===== config.mk =====
export PLATFORM = sky130hd
export DESIGN_NAME = softmax_norm
export DESIGN_NICKNAME = d
export VERILOG_FILES = /design/src/rtl/softmax_pkg.sv /design/src/rtl/seq_divider.sv /design/src/rtl/softmax_norm.sv
export SDC_FILE = /design/constraint.sdc
export NUM_CORES = 1
export LEC_CHECK = 0
export CAP_MARGIN = 20
export CORE_ASPECT_RATIO = 0.9
export CORE_MARGIN = 2
export CORE_UTILIZATION = 50
export DETAILED_ROUTE_END_ITERATION = 10
export PLACE_DENSITY_LB_ADDON = 0.1
export SYNTH_ARGS = -nofsm -noshare
export SYNTH_HDL_FRONTEND = slang
export SYNTH_SLANG_ARGS = --single-unit

===== constraint.sdc =====
create_clock -name clk -period 23.3 [get_ports clk]
set_input_delay 5.825 -clock clk [delete_from_list [all_inputs] [get_ports clk]]
set_output_delay 5.825 -clock clk [all_outputs]
set_load 0.01 [all_outputs]

===== src/rtl/softmax_pkg.sv =====
// rtl/softmax_pkg.sv - shared types, widths and exp-word decode for the softmax normalizer
package softmax_pkg;

  localparam int EXP_W  = 21;
  localparam int POS_W  = 5;
  localparam int MANT_W = 16;
  localparam int FIX_W  = 32;

  typedef struct packed {
    logic [POS_W-1:0]  pos;
    logic [MANT_W-1:0] mant;
  } exp_word_t;

  typedef enum logic [1:0] {COLLECT, DIVIDE, OUTPUT} state_t;

  // Q16.16 fixed form of an exp word; positions above 16 saturate at 16
  function automatic logic [FIX_W-1:0] exp_to_fix(input exp_word_t w);
    logic [POS_W-1:0] p;
    p = (w.pos > POS_W'(16)) ? POS_W'(16) : w.pos;
    return FIX_W'(w.mant) << p;
  endfunction

endpackage


===== src/rtl/seq_divider.sv =====
// rtl/seq_divider.sv - restoring unsigned divider, one quotient bit per cycle
module seq_divider #(
  parameter int DIVIDEND_W = 48,
  parameter int DIVISOR_W  = 35,
  parameter int QUO_W      = 17
) (
  input  logic                  clk,
  input  logic                  rst,
  input  logic                  start,
  input  logic [DIVIDEND_W-1:0] dividend,
  input  logic [DIVISOR_W-1:0]  divisor,
  output logic                  busy,
  output logic                  done,
  output logic [QUO_W-1:0]      quotient
);

  localparam int REM_W = DIVISOR_W + 1;
  localparam int CNT_W = $clog2(QUO_W + 1);

  logic [REM_W-1:0]     rem, rem_cur, shifted, trial;
  logic [QUO_W-1:0]     low;
  logic [DIVISOR_W-1:0] dsr, dsr_cur;
  logic [CNT_W-1:0]     cnt;
  logic                 bit_cur, fits;

  // The start edge already resolves the first quotient bit; the bits above
  // QUO_W are preloaded as the remainder, so callers must keep them below divisor.
  always_comb begin
    rem_cur = start ? REM_W'(dividend >> QUO_W) : rem;
    bit_cur = start ? dividend[QUO_W-1] : low[QUO_W-1];
    dsr_cur = start ? divisor : dsr;
    shifted = {rem_cur[DIVISOR_W-1:0], bit_cur};
    fits    = shifted >= {1'b0, dsr_cur};
    trial   = shifted - {1'b0, dsr_cur};
  end

  always_ff @(posedge clk) begin
    if (rst) begin
      busy     <= 1'b0;
      done     <= 1'b0;
      rem      <= '0;
      low      <= '0;
      dsr      <= '0;
      cnt      <= '0;
      quotient <= '0;
    end else begin
      done <= 1'b0;
      if (start) begin
        busy     <= 1'b1;
        dsr      <= divisor;
        rem      <= fits ? trial : shifted;
        low      <= dividend[QUO_W-1:0] << 1;
        quotient <= QUO_W'(fits);
        cnt      <= CNT_W'(QUO_W - 1);
      end else if (busy) begin
        rem      <= fits ? trial : shifted;
        low      <= low << 1;
        quotient <= {quotient[QUO_W-2:0], fits};
        cnt      <= cnt - CNT_W'(1);
        if (cnt == CNT_W'(1)) begin
          busy <= 1'b0;
          done <= 1'b1;
        end
      end
    end
  end

endmodule


===== src/rtl/softmax_norm.sv =====
// rtl/softmax_norm.sv - buffers one exp vector, then emits each element over the vector sum
module softmax_norm
  import softmax_pkg::*;
#(
  parameter int N     = 8,
  parameter int OUT_W = 16
) (
  input  logic             clk,
  input  logic             rst,
  input  logic             in_valid,
  output logic             in_ready,
  input  logic [EXP_W-1:0] in_exp,
  input  logic             in_last,
  output logic             out_valid,
  input  logic             out_ready,
  output logic [OUT_W-1:0] out_data,
  output logic             out_last
);

  localparam int CNT_W = $clog2(N + 1);
  localparam int IDX_W = (N > 1) ? $clog2(N) : 1;
  localparam int SUM_W = FIX_W + $clog2(N);
  localparam int QUO_W = OUT_W + 1;
  localparam int DVD_W = FIX_W + OUT_W;

  state_t            state;
  exp_word_t         in_word;
  logic [CNT_W-1:0]  count, idx;
  logic [SUM_W-1:0]  sum, sum_next, divisor;
  logic [FIX_W-1:0]  fix_buf [N];
  logic [FIX_W-1:0]  fix_in, div_fix;
  logic [QUO_W-1:0]  quotient;
  logic              launched, accept, last_beat, div_start, div_busy, div_done;

  assign in_word = in_exp;

  // The first divide launches on the closing input beat, before that beat
  // reaches the buffer or the sum register, so operands bypass them here.
  always_comb begin
    fix_in    = exp_to_fix(in_word);
    sum_next  = sum + SUM_W'(fix_in);
    accept    = (state == COLLECT) && in_valid && in_ready;
    last_beat = in_last || (count == CNT_W'(N - 1));
    div_fix   = (state == COLLECT) ? ((count == '0) ? fix_in : fix_buf[0])
                                   : fix_buf[idx[IDX_W-1:0]];
    divisor   = (state == COLLECT) ? sum_next : sum;
    div_start = (accept && last_beat && (sum_next != '0)) ||
                ((state == DIVIDE) && !launched && !div_busy && (sum != '0));
  end

  seq_divider #(.DIVIDEND_W(DVD_W), .DIVISOR_W(SUM_W), .QUO_W(QUO_W)) u_div (
    .clk      (clk),
    .rst      (rst),
    .start    (div_start),
    .dividend ({div_fix, OUT_W'(0)}),
    .divisor  (divisor),
    .busy     (div_busy),
    .done     (div_done),
    .quotient (quotient)
  );

  always_ff @(posedge clk) begin
    if (accept) fix_buf[count[IDX_W-1:0]] <= fix_in;
  end

  always_ff @(posedge clk) begin
    if (rst) begin
      state     <= COLLECT;
      count     <= '0;
      idx       <= '0;
      sum       <= '0;
      launched  <= 1'b0;
      in_ready  <= 1'b0;
      out_valid <= 1'b0;
      out_data  <= '0;
      out_last  <= 1'b0;
    end else begin
      case (state)
        COLLECT: begin
          in_ready <= 1'b1;
          if (accept) begin
            sum   <= sum_next;
            count <= count + CNT_W'(1);
            if (last_beat) begin
              state    <= DIVIDE;
              in_ready <= 1'b0;
              idx      <= '0;
              launched <= (sum_next != '0);
            end
          end
        end
        DIVIDE: begin
          if (sum == '0) begin
            state     <= OUTPUT;
            out_valid <= 1'b1;
            out_data  <= '0;
            out_last  <= (idx == count - CNT_W'(1));
          end else if (div_start) begin
            launched <= 1'b1;
          end else if (div_done) begin
            state     <= OUTPUT;
            out_valid <= 1'b1;
            out_data  <= quotient[OUT_W] ? '1 : quotient[OUT_W-1:0];
            out_last  <= (idx == count - CNT_W'(1));
          end
        end
        OUTPUT: begin
          if (out_ready) begin
            out_valid <= 1'b0;
            if (out_last) begin
              state    <= COLLECT;
              count    <= '0;
              sum      <= '0;
              idx      <= '0;
              in_ready <= 1'b1;
            end else begin
              state    <= DIVIDE;
              idx      <= idx + CNT_W'(1);
              launched <= 1'b0;
            end
          end
        end
        default: state <= COLLECT;
      endcase
    end
  end

endmodule


**Word level (Yosys, flattened, before mapping)**

Memories as Yosys holds them, arrays and structs flattened. A register that Yosys moved wholly into a read port is not among the register bits.
Cells that the tools add are included.

- Add/sub/neg operators: 6
- Divide/modulo/power cells: 0
- Muxes and demuxes: 67
- Shift operators: 1
- $lt $le $gt $ge: 2
- Equality and inequality tests: 15
- Multipliers: 0
- Reduce and logical (&&, ||, !) cells: 30
- Bitwise logic cells: 1

Operator list:

| kind | count |
|---|---|
| $mux W35 | 9 |
| $pmux W35 S2 | 1 |
| $reduce_bool A35 Y1 | 2 |
| $mux W16 | 4 |
| $mux W32 | 2 |
| $ge A36 B35 Y1 | 1 |
| $add A35 B32 Y35 | 1 |
| $logic_not A35 Y1 | 1 |
| $sub A35 B35 Y35 | 1 |
| $shl A16 B5 Y32 | 1 |
| $mux W4 | 7 |
| $mux W1 | 27 |
| $pmux W4 S2 | 2 |
| $mux W5 | 3 |
| $ne A2 B2 Y1 const B | 7 |
| $mux W2 | 6 |
| $reduce_and A4 Y1 | 3 |
| $add A4 B1 Y4 const B | 2 |
| $reduce_bool A2 Y1 | 4 |
| $logic_and A1 B1 Y1 | 7 |
| $reduce_and A7 Y1 | 1 |
| $mux W3 | 2 |
| $pmux W2 S3 | 1 |
| $reduce_and A3 Y1 | 2 |
| other kinds (22) | 25 |

- Output and inout bits: 19
- Memory bits (writable): 256
- Memory bits (read-only): 0
- Bits of input ports: 26
- Bits in registers: 159
- Bits in latches: 0
- Memories kept: 1
- Word-level logic and storage cells: 140

Memories:

| name | depth | bits a word | read ports | clocked after Yosys merged registers in | wr ports | line | text |
|---|---|---|---|---|---|---|---|
| fix_buf | 8 | 32 | 2 | 1 | 1 | softmax_norm.sv:30 | `logic [FIX_W-1:0] fix_buf [N];` |

**Longest topological paths before layout**

Gate-level depths: netlist (run 1).

- Depth after elaboration: 12
- Mapped depth: 40
- Depth with buffers taken out: 36

**Cells and area by module**

Synthesis (run 1) repeated with hierarchy kept, for this count alone.

- Cells, all modules: 2213
- Area, all modules: 23831.6 µm²

By module, submodules not included:

| module | instances | cells each | area each (µm²) |
|---|---|---|---|
| softmax_norm | 1 | 1387 | 17020.1 |
| seq_divider | 1 | 826 | 6811.5 |

**Worst setup path after synthesis (run 1)**

Ideal clock, no wire load.

- Path type: in2reg
- Start point: input port in_exp[20]
- End point: register u_div.rem[23]
- Arrival: 14945 ps
- Slack: 8296 ps
- Cell stages on the path: 40
- Library setup time: 59 ps
- Cell sequence: nand2b_1 clkbuf_1 clkbuf_1 mux2i_1 mux2i_1 nand2_1 nand2_1 nor2_1 a211oi_1 ha_1 clkbuf_1 a21oi_1 o21ai_0 a21o_1 a2111o_1 a21o_1 a2111oi_0 or3b_1 [... 4 more ...] clkbuf_1 a21oi_1 ha_1 inv_1 fa_1 a21oi_1 o21ai_0 a21oi_1 a22o_1 a31oi_1 a2111o_1 nor3b_1 o21ai_1 nor4_1 clkbuf_1 nand4_1 o31ai_1 a221o_1

- Word-level cells in the longest chain between the ends: 12

RTL lines:

| what | line | text |
|---|---|---|
| start, declared | softmax_norm.sv:12 | `input logic [EXP_W-1:0] in_exp,` |
| $gt A5 B5 Y1 | softmax_pkg.sv:19 | `p = (w.pos > POS_W'(16)) ? POS_W'(16) : w.pos;` |
| $mux W5 (*) | softmax_pkg.sv:19 |  |
| $shl A16 B5 Y32 (*) | softmax_pkg.sv:20 | `return FIX_W'(w.mant) << p;` |
| via fix_in[15] | softmax_norm.sv:31 | `logic [FIX_W-1:0] fix_in, div_fix;` |
| $add A35 B32 Y35 (*) | softmax_norm.sv:41 | `sum_next = sum + SUM_W'(fix_in);` |
| $reduce_bool A35 Y1 (*) | softmax_norm.sv:47 | `div_start = (accept && last_beat && (sum_next != '0)) \|\|` |
| $logic_and A1 B1 Y1 (*) | softmax_norm.sv:47 |  |
| $logic_or A1 B1 Y1 (*) | softmax_norm.sv:47 |  |
| $mux W35 (*) | seq_divider.sv:31 | `dsr_cur = start ? divisor : dsr;` |
| via u_div.dsr_cur[0] | seq_divider.sv:22 | `logic [DIVISOR_W-1:0] dsr, dsr_cur;` |
| $sub A35 B35 Y35 or $ge A36 B35 Y1 (tied branches) | seq_divider.sv:34, seq_divider.sv:33 |  |
| $mux W35 (*) | seq_divider.sv:51, seq_divider.sv:56 |  |
| $mux W35 | seq_divider.sv:55 | `end else if (busy) begin` |
| $mux W35 (*) | seq_divider.sv:48 | `if (start) begin` |
| end signal, assigned | seq_divider.sv:51 | `rem <= fits ? trial : shifted;` |
| end signal, assigned | seq_divider.sv:56 | `rem <= fits ? trial : shifted;` |
| end, declared | seq_divider.sv:20 | `logic [REM_W-1:0] rem, rem_cur, shifted, trial;` |

Mark *: on every way through the listed nets, which the timed path passes. The rest lies on a longest branch. The select of a mux whose other input is x is not followed.
A chain may end at the register's enable or synchronous reset.

**Worst setup path after layout (run 1)**

- Start point: input port in_exp[20]
- End point: register u_div.rem[24]

- Word-level cells in the longest chain between the ends: 12

RTL lines:

| what | line | text |
|---|---|---|
| $gt A5 B5 Y1 | softmax_pkg.sv:19 |  |
| $mux W5 (*) | softmax_pkg.sv:19 |  |
| $shl A16 B5 Y32 (*) | softmax_pkg.sv:20 |  |
| via fix_in[11] | softmax_norm.sv:31 |  |
| $add A35 B32 Y35 | softmax_norm.sv:41 |  |
| $reduce_bool A35 Y1 | softmax_norm.sv:47 |  |
| $logic_and A1 B1 Y1 | softmax_norm.sv:47 |  |
| $logic_or A1 B1 Y1 | softmax_norm.sv:47 |  |
| $mux W1 (tied with other cells) | seq_divider.sv:30 | `bit_cur = start ? dividend[QUO_W-1] : low[QUO_W-1];` |
| $sub A35 B35 Y35 or $ge A36 B35 Y1 (tied branches) | seq_divider.sv:34, seq_divider.sv:33 |  |
| $mux W35 | seq_divider.sv:51, seq_divider.sv:56 |  |
| $mux W35 | seq_divider.sv:55 |  |
| $mux W35 | seq_divider.sv:48 |  |

Marks and branches as above.

==> metrics, run 1 <==
status=finished clean; post-CTS setup buffers=0; initial antenna violation count=0; die height=205 um; CP max stage cell=nand2b_1; Setup violations, final=0; post-cts hold buffer count=0; post_cts resized=0; Final Max Slew Viols=0; Ant. Diodes=0; Design Area, Final=25,000 sq um; crit path kind=in2reg; area leader, netlist=edfxtp_1; Area Growth Syn to Fin=11.1%; total I/O pin count=45; antenna-violating nets left=0; first-pass GRT wire length=98,000 um; Max Cap Viol=0; post-DR wirelength/cell=23.6 um; Pwr Density=131 nW/um^2; total core area=44,300 sq um; Vias=16,900; Detailed Place HPWL=43,800 um; Post-Synthesis Cells=2,093; clk slew on worst S/H paths=60 ps; DR iter-0 viols=1,595; Clock Latency Late Sink=590 ps; DIE AREA=46,800 sq um; drt drc=0; # nets final=2,197; first-pass detailed-route iteration total=5; H-tree level count=2; Routed WL=64,500 um; Syn Nets=2,198; Worst Path Arrival=17,500 ps; internal power=1.88 mW; Hold WC Path Type=reg2reg; Clock Skew=23.9 ps; Main synth FF type=edfxtp_1; CP Launch Type=input port; top cells by area, synth=edfxtp_1 (34%), dfxtp_1 (14%), mux4_2 (6.4%); Fin. Hold Viols=0; Seq/Total Area, Yosys=48.5%; worst-path maximum fanout=67; Inserted Clock Buffers=44; Die Wd=228 um; synthesized area per cell=10.8 sq um; Slew Limit Headroom=34.4%; Initial Util=50.9%; top post-synthesis cells by count=edfxtp_1 (256), nor2_1 (238), nand2_1 (176); fin crit share=72.8%; CTS Buffer Depth=3; Mapped Area=22,500 sq um; synth warn=0; Reg power frac=27.2%; row count=73; most frequent cell after synthesis=edfxtp_1; clock share of power=21.0%; Post-synth EDFFs=256; CTS tree=built; Worst setup EP type=register; IO buf count=44; Async SR Flop Fraction=0%; Worst path max stage delay=820 ps; final setup TNS=0 ps; Placed Area=23,600 sq um; share of cells above drive strength 1=11.5%; remaining global-route overflow=0; Switching Fraction=42.5%; worst-margin pin slew=984 ps; VDD IR max=0.0000815 V; Fmax=59.0 MHz; CTS Sinks=418; largest net degree at the start of global routing=83; vias in the first global route=16,100; worst path required time=23,830 ps; most frequent CP cell=a21oi_1; leakage power=9.02 nW; Switch Pwr=1.39 mW; root buffer cell=clkbuf_16; FF+latch count, synth=418; min Tclk post-route=16,960 ps; Synth top area share=34.1%; GRT Util Overall=27.4%; routability cong.=0.919; power share of the combinational group=51.8%; RSZ-0062 raised after global routing=no; Vias/cell=6.20; distinct cell type count after synthesis=80
## layout by cell type, fill, tap and decap left out, types with 17 or more instances in the layout
cell type,Yosys,layout
nor2_1,238,230
clkbuf_16,0,45
mux2i_1,127,127
a22oi_1,29,29
a31oi_1,17,17
o21ai_0,79,79
a21oi_1,164,164
clkdlybuf4s50_1,0,43
nor3_1,27,25
mux4_2,64,64
a21o_1,35,35
inv_1,37,37
ha_1,77,76
nand4_1,32,32
buf_4,0,43
o31ai_1,23,23
edfxtp_1,256,256
xnor2_1,43,43
mux2_2,34,34
dfxtp_1,162,159
a221o_1,28,28
a211oi_1,30,30
xor2_1,26,26
nand2_1,176,175
nor2b_1,26,26
## power groups by stage
stage	logic (mW)	registers (mW)	clock network, mW
final	1.69	0.889	0.686
after global routing	1.84	0.895	0.726
after CTS	1.67	0.888	0.698
after detailed placement	1.66	0.904	0
after global placement	1.65	0.902	0
after floorplan	1.24	0.887	0
## worst max-delay path, delay by kind of cell
kind	cells	cell delay [ps]
buffers and inverters	4	1780
xor gates and xnor gates	1	220
adders and majority gates	2	840
AOI/OAI and AO/OA	16	4450
muxes	3	640
and+or+nand+nor	10	3730
## logic make-up (layout without fill, tap and decap cells)
group                      Yosys count  after routing  synth area share, %
muxes                              225            225                 13.7
xor gates and xnor gates            69             69                 2.68
and+or+nand+nor                    611            611                 12.4
DFF                                418            418                 48.5
AOI/OAI and AO/OA                  520            520                 15.2
adders and majority gates           79             79                 4.45
buffers and inverters              171            205                 2.95
## routing by layer
| metal | global-route usage [%] | up-vias | wire length (um) |
|---|---|---|---|
| li1 | - | 7898 | - |
| met1 | 38.0 | 8365 | 28700 |
| met3 | 2.91 | 106 | 3490 |
| met5 | 0 | - | 0 |
| met2 | 44.5 | 536 | 29900 |
| met4 | 10.4 | 0 | 2420 |
## final cells by class
class                   instances  area, sq um
clock inverters                23          198
well taps                     600          751
multi-input cells            1504        11000
flip-flops and latches        418        10900
inverters                      37          139
repair buffers                 87          781
fillers                      3811        19300
clock buffers                  58         1180
## sequential cells by signal (all words and copies together) (netlist names), 2 cells and up, named ones only
register / flops
state: 2
u_div.cnt: 5
fix_buf: 256
u_div.rem: 35
u_div.quotient: 17
sum: 35
out_data: 16
count: 4
u_div.dsr: 35
idx: 4
## per-stage QoR
step	hold WS [ps]	cells	utilization [%]	power, mW	setup slack [ps]
2_1_floorplan	449	2093	-	2.12	8300
3_3_place_gp	433	2644	53.3	2.55	5890
3_5_place_dp	438	2644	53.3	2.56	5770
4_1_cts	447	2725	56.4	3.25	6320
5_1_grt	469	2727	56.5	3.46	5540
6_report	443	2727	56.5	3.27	6340
## final timing paths
path              cells past startpoint  slack (ps)         start            end
setup / recovery                     36        6340    in_exp[20]  u_div.rem[24]
hold / removal                        2         440  out_data[14]   out_data[14]
setup reg to reg                     28       14030        sum[0]  u_div.rem[24]
hold reg to reg                       2         440  out_data[14]   out_data[14]
Power figures use the tool's default switching activity.
==> run 2: changes to the inputs <==
==> constraint.sdc (replaced) <==
create_clock -name clk -period 15.9 [get_ports clk]
set_input_delay 3.975 -clock clk [delete_from_list [all_inputs] [get_ports clk]]
set_output_delay 3.975 -clock clk [all_outputs]
set_load 0.01 [all_outputs]
==> run 2 against run 1 <==
  * Design area is 0.35% higher
  * Total power grew 47%
  * Via count increased by 0.31%
  * Clock skew decreased by 10 ps
  * Cell count up 0.11%
  * Global-route usage barely moved
  * Largest power group unchanged
==> metrics, run 2 (synthesis gave the netlist of run 1 again) <==
status=finished clean (unchanged); Ant. Diodes=0 (unchanged); Clock Latency Late Sink=560 ps (was 590 ps); VDD IR max=0.000125 V (was 0.0000815 V); CTS tree=built (unchanged); root buffer cell=clkbuf_16 (unchanged); leakage power=9.08 nW (was 9.02 nW); first-pass detailed-route iteration total=6 (was 5); hold endpoint=out_data[7] (was out_data[14]); total I/O pin count=45 (unchanged); DR iter-0 viols=1,756 (was 1,595); RSZ-0062 raised after global routing=no (unchanged); final core utilization=56.7% (was 56.5%); Initial Util=50.9% (unchanged); antenna-violating nets left=0 (unchanged); Worst setup EP type=register (unchanged); hold_sp=out_data[7] (was out_data[14]); Fmax=69.3 MHz; post-CTS setup buffers=0 (unchanged); CP max stage cell=nor2b_1 (was nand2b_1); CTS Buffer Depth=3 (unchanged); Detailed Place HPWL=44,100 um (was 43,800 um); drt drc=0 (unchanged); R2R cell count=28 (unchanged); Worst path max stage delay=850 ps (was 820 ps); CTS Sinks=418 (unchanged); Filler cells=3,761 (was 3,811); die height=205 um (unchanged); Worst Path Arrival=14,870 ps (was 17,500 ps); final setup TNS=0 ps (unchanged); post-cts hold buffer count=0 (unchanged); Power Total=4.81 mW (was 3.27 mW); largest net degree at the start of global routing=71 (was 83); Slew Limit Headroom=29.6% (was 34.4%); remaining global-route overflow=0 (unchanged); Die Wd=228 um (unchanged); Worst Setup SP=in_exp[20] (unchanged); share of cells above drive strength 1=11.8% (was 11.5%); GRT Util Overall=27.4% (about the same); first-pass GRT wire length=98,400 um (was 98,000 um); worst-margin pin slew=1050 ps (was 984 ps); post-DR wirelength/cell=23.5 um (was 23.6 um); fin crit share=90.8%; worst path required time=16,340 ps (was 23,830 ps); worst-path maximum fanout=37 (was 67); CP Launch Type=input port (unchanged); Vias=17,000 (was 16,900); max FFs per register=256 (unchanged); crit path kind=in2reg (unchanged); Clock Skew=13.5 ps (was 23.9 ps); vias in the first global route=16,100 (about the same); Hold WC Path Type=reg2reg (unchanged); Area Growth Syn to Fin=11.4% (was 11.1%); DIE AREA=46,800 sq um (unchanged); routability cong.=0.938 (was 0.919); clk slew on worst S/H paths=60 ps (about the same); Final Max Slew Viols=0 (unchanged); Inserted Clock Buffers=44 (unchanged); most common cell after layout, fill and taps aside=edfxtp_1 (unchanged); FF-to-FF Start=sum[0] (unchanged); total core area=44,300 sq um (unchanged); Routed WL=64,000 um (was 64,500 um); Fin. Hold Viols=0 (unchanged); post_cts resized=0 (unchanged); Max Cap Viol=0 (unchanged); H-tree level count=2 (unchanged); min Tclk post-route=14,430 ps; row count=73 (unchanged); Pwr Density=191 nW/um^2 (was 131 nW/um^2); flop-to-flop setup slack=6870 ps (was 14,030 ps); Vias/cell=6.21 (was 6.20); reg2reg end=u_div.rem[9] (was u_div.rem[24]); Setup violations, final=0 (unchanged); # nets final=2,201 (was 2,197); IO buf count=44 (unchanged); initial antenna violation count=0 (unchanged); commonest non-fill, non-tap cells in the layout=edfxtp_1 (256), nor2_1 (230), nand2_1 (175), a21oi_1 (164), dfxtp_1 (159) (unchanged); hold depth=2 (unchanged)
run 2: cell types whose count changed in the layout (fill, tap and decap cells not counted), moves of 2 or more:
| cell | change |
|---|---|
| clkbuf_8 | +2 |
| clkbuf_1 | -2 |
| clkinv_1 | -2 |
| buf_4 | +2 |
run 2: power by group:
group / total, mW / internal (mW) / switching [mW]
clock network: 1.02 / 0.593 / 0.431
registers: 1.30 / 1.24 / 0.0594
logic: 2.48 / 0.959 / 1.52
total: 4.81 / 2.79 / 2.01
run 2: metrics by stage:
step / cell area (sq um) / setup WS [ps] / std cells / hold slack, ps
4_1_cts: 25100 / 1540 / 2729 / 449
3_3_place_gp: 23700 / 1360 / 2648 / 435
3_5_place_dp: 23700 / 986 / 2649 / 440
2_1_floorplan: 22500 / 2750 / 2093 / 449
5_1_grt: 25100 / 771 / 2730 / 466
6_report: 25100 / 1470 / 2730 / 443
run 2: final cells by class:
class / count / area [sq um] / area share (%)
multi-input combinational: 1504 / 11000 / 43.9
sequential: 418 / 10900 / 43.6
clock buffer: 59 / 1230 / 4.90
timing repair buffer: 91 / 831 / 3.31
tap: 600 / 751 / 2.99
clock inverter: 21 / 190 / 0.757
inverter: 37 / 139 / 0.553
run 2: how the worst max path moves through the flow:
stage | endpoint | slack, ps | depth (start not counted)
finish | u_div.rem[9] | 1470 | 34
global route | u_div.rem[5] | 770 | 34
detailed placement | u_div.rem[10] | 990 | 33
floorplan | u_div.rem[23] | 2750 | 40
global placement | u_div.rem[3] | 1360 | 33
CTS | u_div.rem[10] | 1540 | 33
run 2: layer usage:
metal  part of all wire [%]  track usage (%)  up-vias
met3                    6.1             3.16       94
li1                       -                -     7899
met5                      0                0        -
met1                     44             38.8     8386
met2                     47             44.3      578
met4                    2.9             8.36        0
run 2: worst max-delay path, delay by kind of cell:
kind	cells	cell delay, ps
AOI/OAI and AO/OA	19	5360
and+or+nand+nor	5	2420
buffers and inverters	5	1540
adders and majority gates	2	840
muxes	2	480
xor gates and xnor gates	1	200
==> run 3: changes to the inputs <==
--- a/config.mk
+++ b/config.mk
@@ -5,6 +5,7 @@
 export SDC_FILE = /design/constraint.sdc
 export NUM_CORES = 1
 export LEC_CHECK = 0
+export ABC_AREA = 1
 export CAP_MARGIN = 20
 export CORE_ASPECT_RATIO = 0.9
 export CORE_MARGIN = 2
@@ -13,4 +14,5 @@
 export PLACE_DENSITY_LB_ADDON = 0.1
 export SYNTH_ARGS = -nofsm -noshare
 export SYNTH_HDL_FRONTEND = slang
+export SYNTH_HIERARCHICAL = 1
 export SYNTH_SLANG_ARGS = --single-unit
==> run 3 against run 2 <==
  * Sequential share of layout area decreased by 2.9 points
  * Utilization decreased by 1.4 points
  * Cell count grew 46%
  * Area after synthesis increased by 12%
  * Routed wire length grew 24%
  * Critical path depth grew 4
  * Design area increased by 10%
  * Fmax increased by 4.8%
  * Clock skew grew 21 ps
  * First-iteration DRC count up 16%
  * Hold slack better by 26 ps
  * Total power grew 24%
  * Critical endpoint is now u_div/rem[21]
  * Largest power group unchanged
  * Highest routed layer is now met5
==> metrics, run 3 <==
CP max stage cell=clkdlybuf4s50_1 (was nor2b_1); CTS Buffer Depth=3 (unchanged); Post-Synthesis Cells=3,279 (was 2,093); crit path kind=in2reg (unchanged); H-tree level count=2 (unchanged); initial antenna violation count=4 (was 0); Post-synth EDFFs=256 (unchanged); worst-margin pin slew=1180 ps (was 1050 ps); RSZ-0062 raised after global routing=no (unchanged); min Tclk post-route=13,760 ps (was 14,430 ps); fin crit share=86.6% (was 90.8%); Filler cells=4,882 (was 3,761); DIE AREA=52,200 sq um (was 46,800 sq um); # nets final=3,382 (was 2,201); largest net degree at the start of global routing=97 (was 71); Hold WC Path Type=reg2reg (unchanged); remaining global-route overflow=0 (unchanged); synthesized area per cell=7.68 sq um (was 10.8 sq um); first-pass detailed-route iteration total=5 (was 6); Mapped Area=25,200 sq um (was 22,500 sq um); total I/O pin count=45 (unchanged); Clock Latency Late Sink=610 ps (was 560 ps); Die Wd=241 um (was 228 um); CTS Sinks=434 (was 418); top post-synthesis cells by count=nand2_1 (794), inv_1 (389), nor2_1 (385) (was edfxtp_1 (256), nor2_1 (238), nand2_1 (176)); hold_sp=u_div/low[1] (was out_data[7]); final core utilization=55.3% (was 56.7%); Detailed Place HPWL=56,800 um (was 44,100 um); final setup TNS=0 ps (unchanged); commonest non-fill, non-tap cells in the layout=nand2_1 (793), inv_1 (387), nor2_1 (379), o21ai_0 (273), edfxtp_1 (256) (was edfxtp_1 (256), nor2_1 (230), nand2_1 (175), a21oi_1 (164), dfxtp_1 (159)); post-CTS setup buffers=0 (unchanged); area leader, netlist=edfxtp_1 (unchanged); synth warn=6 (was 0); DR iter-0 viols=2,030 (was 1,756); Routed WL=79,300 um (was 64,000 um); leakage power=11.5 nW (was 9.08 nW); Worst path max stage delay=1110 ps (was 850 ps); top cells by area, synth=edfxtp_1 (31%), dfxtp_1 (14%), nand2_1 (12%) (was edfxtp_1 (34%), dfxtp_1 (14%), mux4_2 (6.4%)); row count=78 (was 73); Inserted Clock Buffers=47 (was 44); Slew Limit Headroom=21.5% (was 29.6%); Async SR Flop Fraction=0% (unchanged); Pwr Density=215 nW/um^2 (was 191 nW/um^2); Seq/Total Area, Yosys=44.7% (was 48.5%); clk slew on worst S/H paths=60 ps (about the same); Fmax=72.7 MHz (was 69.3 MHz); Vias=22,200 (was 17,000); share of cells above drive strength 1=6.91% (was 11.8%); antenna-violating nets left=0 (unchanged); Fin. Hold Viols=0 (unchanged); status=finished clean (unchanged); Power Total=5.94 mW (was 4.81 mW); CP delay by family, top=simple AND/OR/NAND/NOR gates (was compound AO/OA/AOI/OAI gates); CP Launch Type=input port (unchanged); root buffer cell=clkbuf_16 (unchanged); Main synth FF type=edfxtp_1 (unchanged); max FFs per register=256 (unchanged); routability cong.=1.01 (was 0.938); FF+latch count, synth=434 (was 418); most common cell after layout, fill and taps aside=nand2_1 (was edfxtp_1); vias in the first global route=20,200 (was 16,100); CTS tree=built (unchanged); total core area=50,100 sq um (was 44,300 sq um); Synth top area share=30.5% (was 34.1%); post_cts resized=0 (unchanged); post-DR wirelength/cell=19.9 um (was 23.5 um); Worst Setup SP=in_exp[20] (unchanged); worst-path maximum fanout=65 (was 37); Crit path buffers/inverters=9 (was 5); hold slack final=468 ps (was 443 ps); Worst Path Arrival=14,250 ps (was 14,870 ps); Final Max Slew Viols=0 (unchanged); distinct cell type count after synthesis=57 (was 80); Worst setup EP type=register (unchanged); die height=217 um (was 205 um); FF-to-FF Start=sum[0] (unchanged); most frequent CP cell=nand2_1; post-cts hold buffer count=0 (unchanged); Vias/cell=5.55 (was 6.21); Setup violations, final=0 (unchanged); Clock Skew=34.7 ps (was 13.5 ps); worst path required time=16,380 ps (was 16,340 ps); Area Growth Syn to Fin=9.92% (was 11.4%); IO buf count=44 (unchanged); GRT Util Overall=30.6% (was 27.4%); first-pass GRT wire length=121,000 um (was 98,400 um); Initial Util=50.3% (was 50.9%); VDD IR max=0.000150 V (was 0.000125 V); drt drc=0 (unchanged); most frequent cell after synthesis=nand2_1 (was edfxtp_1); Max Cap Viol=0 (unchanged)
-- run 3: area by class of cell --
cell class                      instances  area (sq um)  area share (%)
Antenna cell                            1          2.50         0.00904
Clock buffer                           58          1220            4.40
Clock inverter                         29           215           0.778
Inverter                              406          1530            5.51
Multi-Input combinational cell       2314         11900            43.2
Sequential cell                       434         11300            40.7
Tap cell                              680           851            3.07
Timing Repair Buffer                   74           663            2.40
-- run 3: kinds of logic (layout without fill, tap and decap cells) --
family / after synthesis / after routing / share of synthesized area, %
multiplexers: 62 / 62 / 2.46
AND/OR/NAND/NOR: 1493 / 1493 / 25.4
adder cells (fa/ha/maj): 79 / 79 / 3.99
buffers and inverters: 546 / 567 / 8.40
XOR/XNOR: 28 / 28 / 0.974
other: 1 / 17 / 0.0149
flip-flops: 434 / 434 / 44.7
AO/OA/AOI/OAI: 636 / 636 / 14.1
-- run 3: final timing paths --
| kind | end | slack (ps) | cells past startpoint |
|---|---|---|---|
| setup reg to reg | u_div/rem[21] | 9000 | 30 |
| hold reg to reg | u_div/low[1] | 470 | 2 |
| setup / recovery | u_div/rem[21] | 2140 | 38 |
| hold / removal | u_div/low[1] | 470 | 2 |
-- run 3: stage by stage --
| step | setup WS [ps] | instances | area, sq um |
|---|---|---|---|
| 6_report | 2140 | 3996 | 27700 |
| 5_1_grt | 1120 | 3995 | 27700 |
| 4_1_cts | 2320 | 3995 | 27700 |
| 3_5_place_dp | 1720 | 3908 | 26200 |
| 3_3_place_gp | 1890 | 3908 | 26200 |
| 2_1_floorplan | 5980 | 3294 | 25200 |
-- run 3: tightest hold or removal path, stage by stage (launching register included) --
cell	delay (ps)
dfxtp_1	310
nand2_1	60
a21oi_1	50
-- run 3: report_power, final --
| group | total (mW) | internal, mW | leakage [nW] | switching [mW] |
|---|---|---|---|---|
| registers | 1.42 | 1.33 | 3.79 | 0.0892 |
| clock network | 1.04 | 0.566 | 0.702 | 0.473 |
| logic | 3.48 | 1.03 | 7.01 | 2.45 |
| total | 5.94 | 2.92 | 11.5 | 3.02 |
-- run 3: layer usage --
| metal | part of all wire (%) | routed length, um | up-vias | track usage, % |
|---|---|---|---|---|
| li1 | - | - | 10900 | - |
| met1 | 48 | 38200 | 10400 | 47.1 |
| met2 | 42 | 33400 | 767 | 45.0 |
| met3 | 7.4 | 5880 | 101 | 4.30 |
| met4 | 2.3 | 1820 | 4 | 7.52 |
| met5 | 0.034 | 27 | - | 0 |
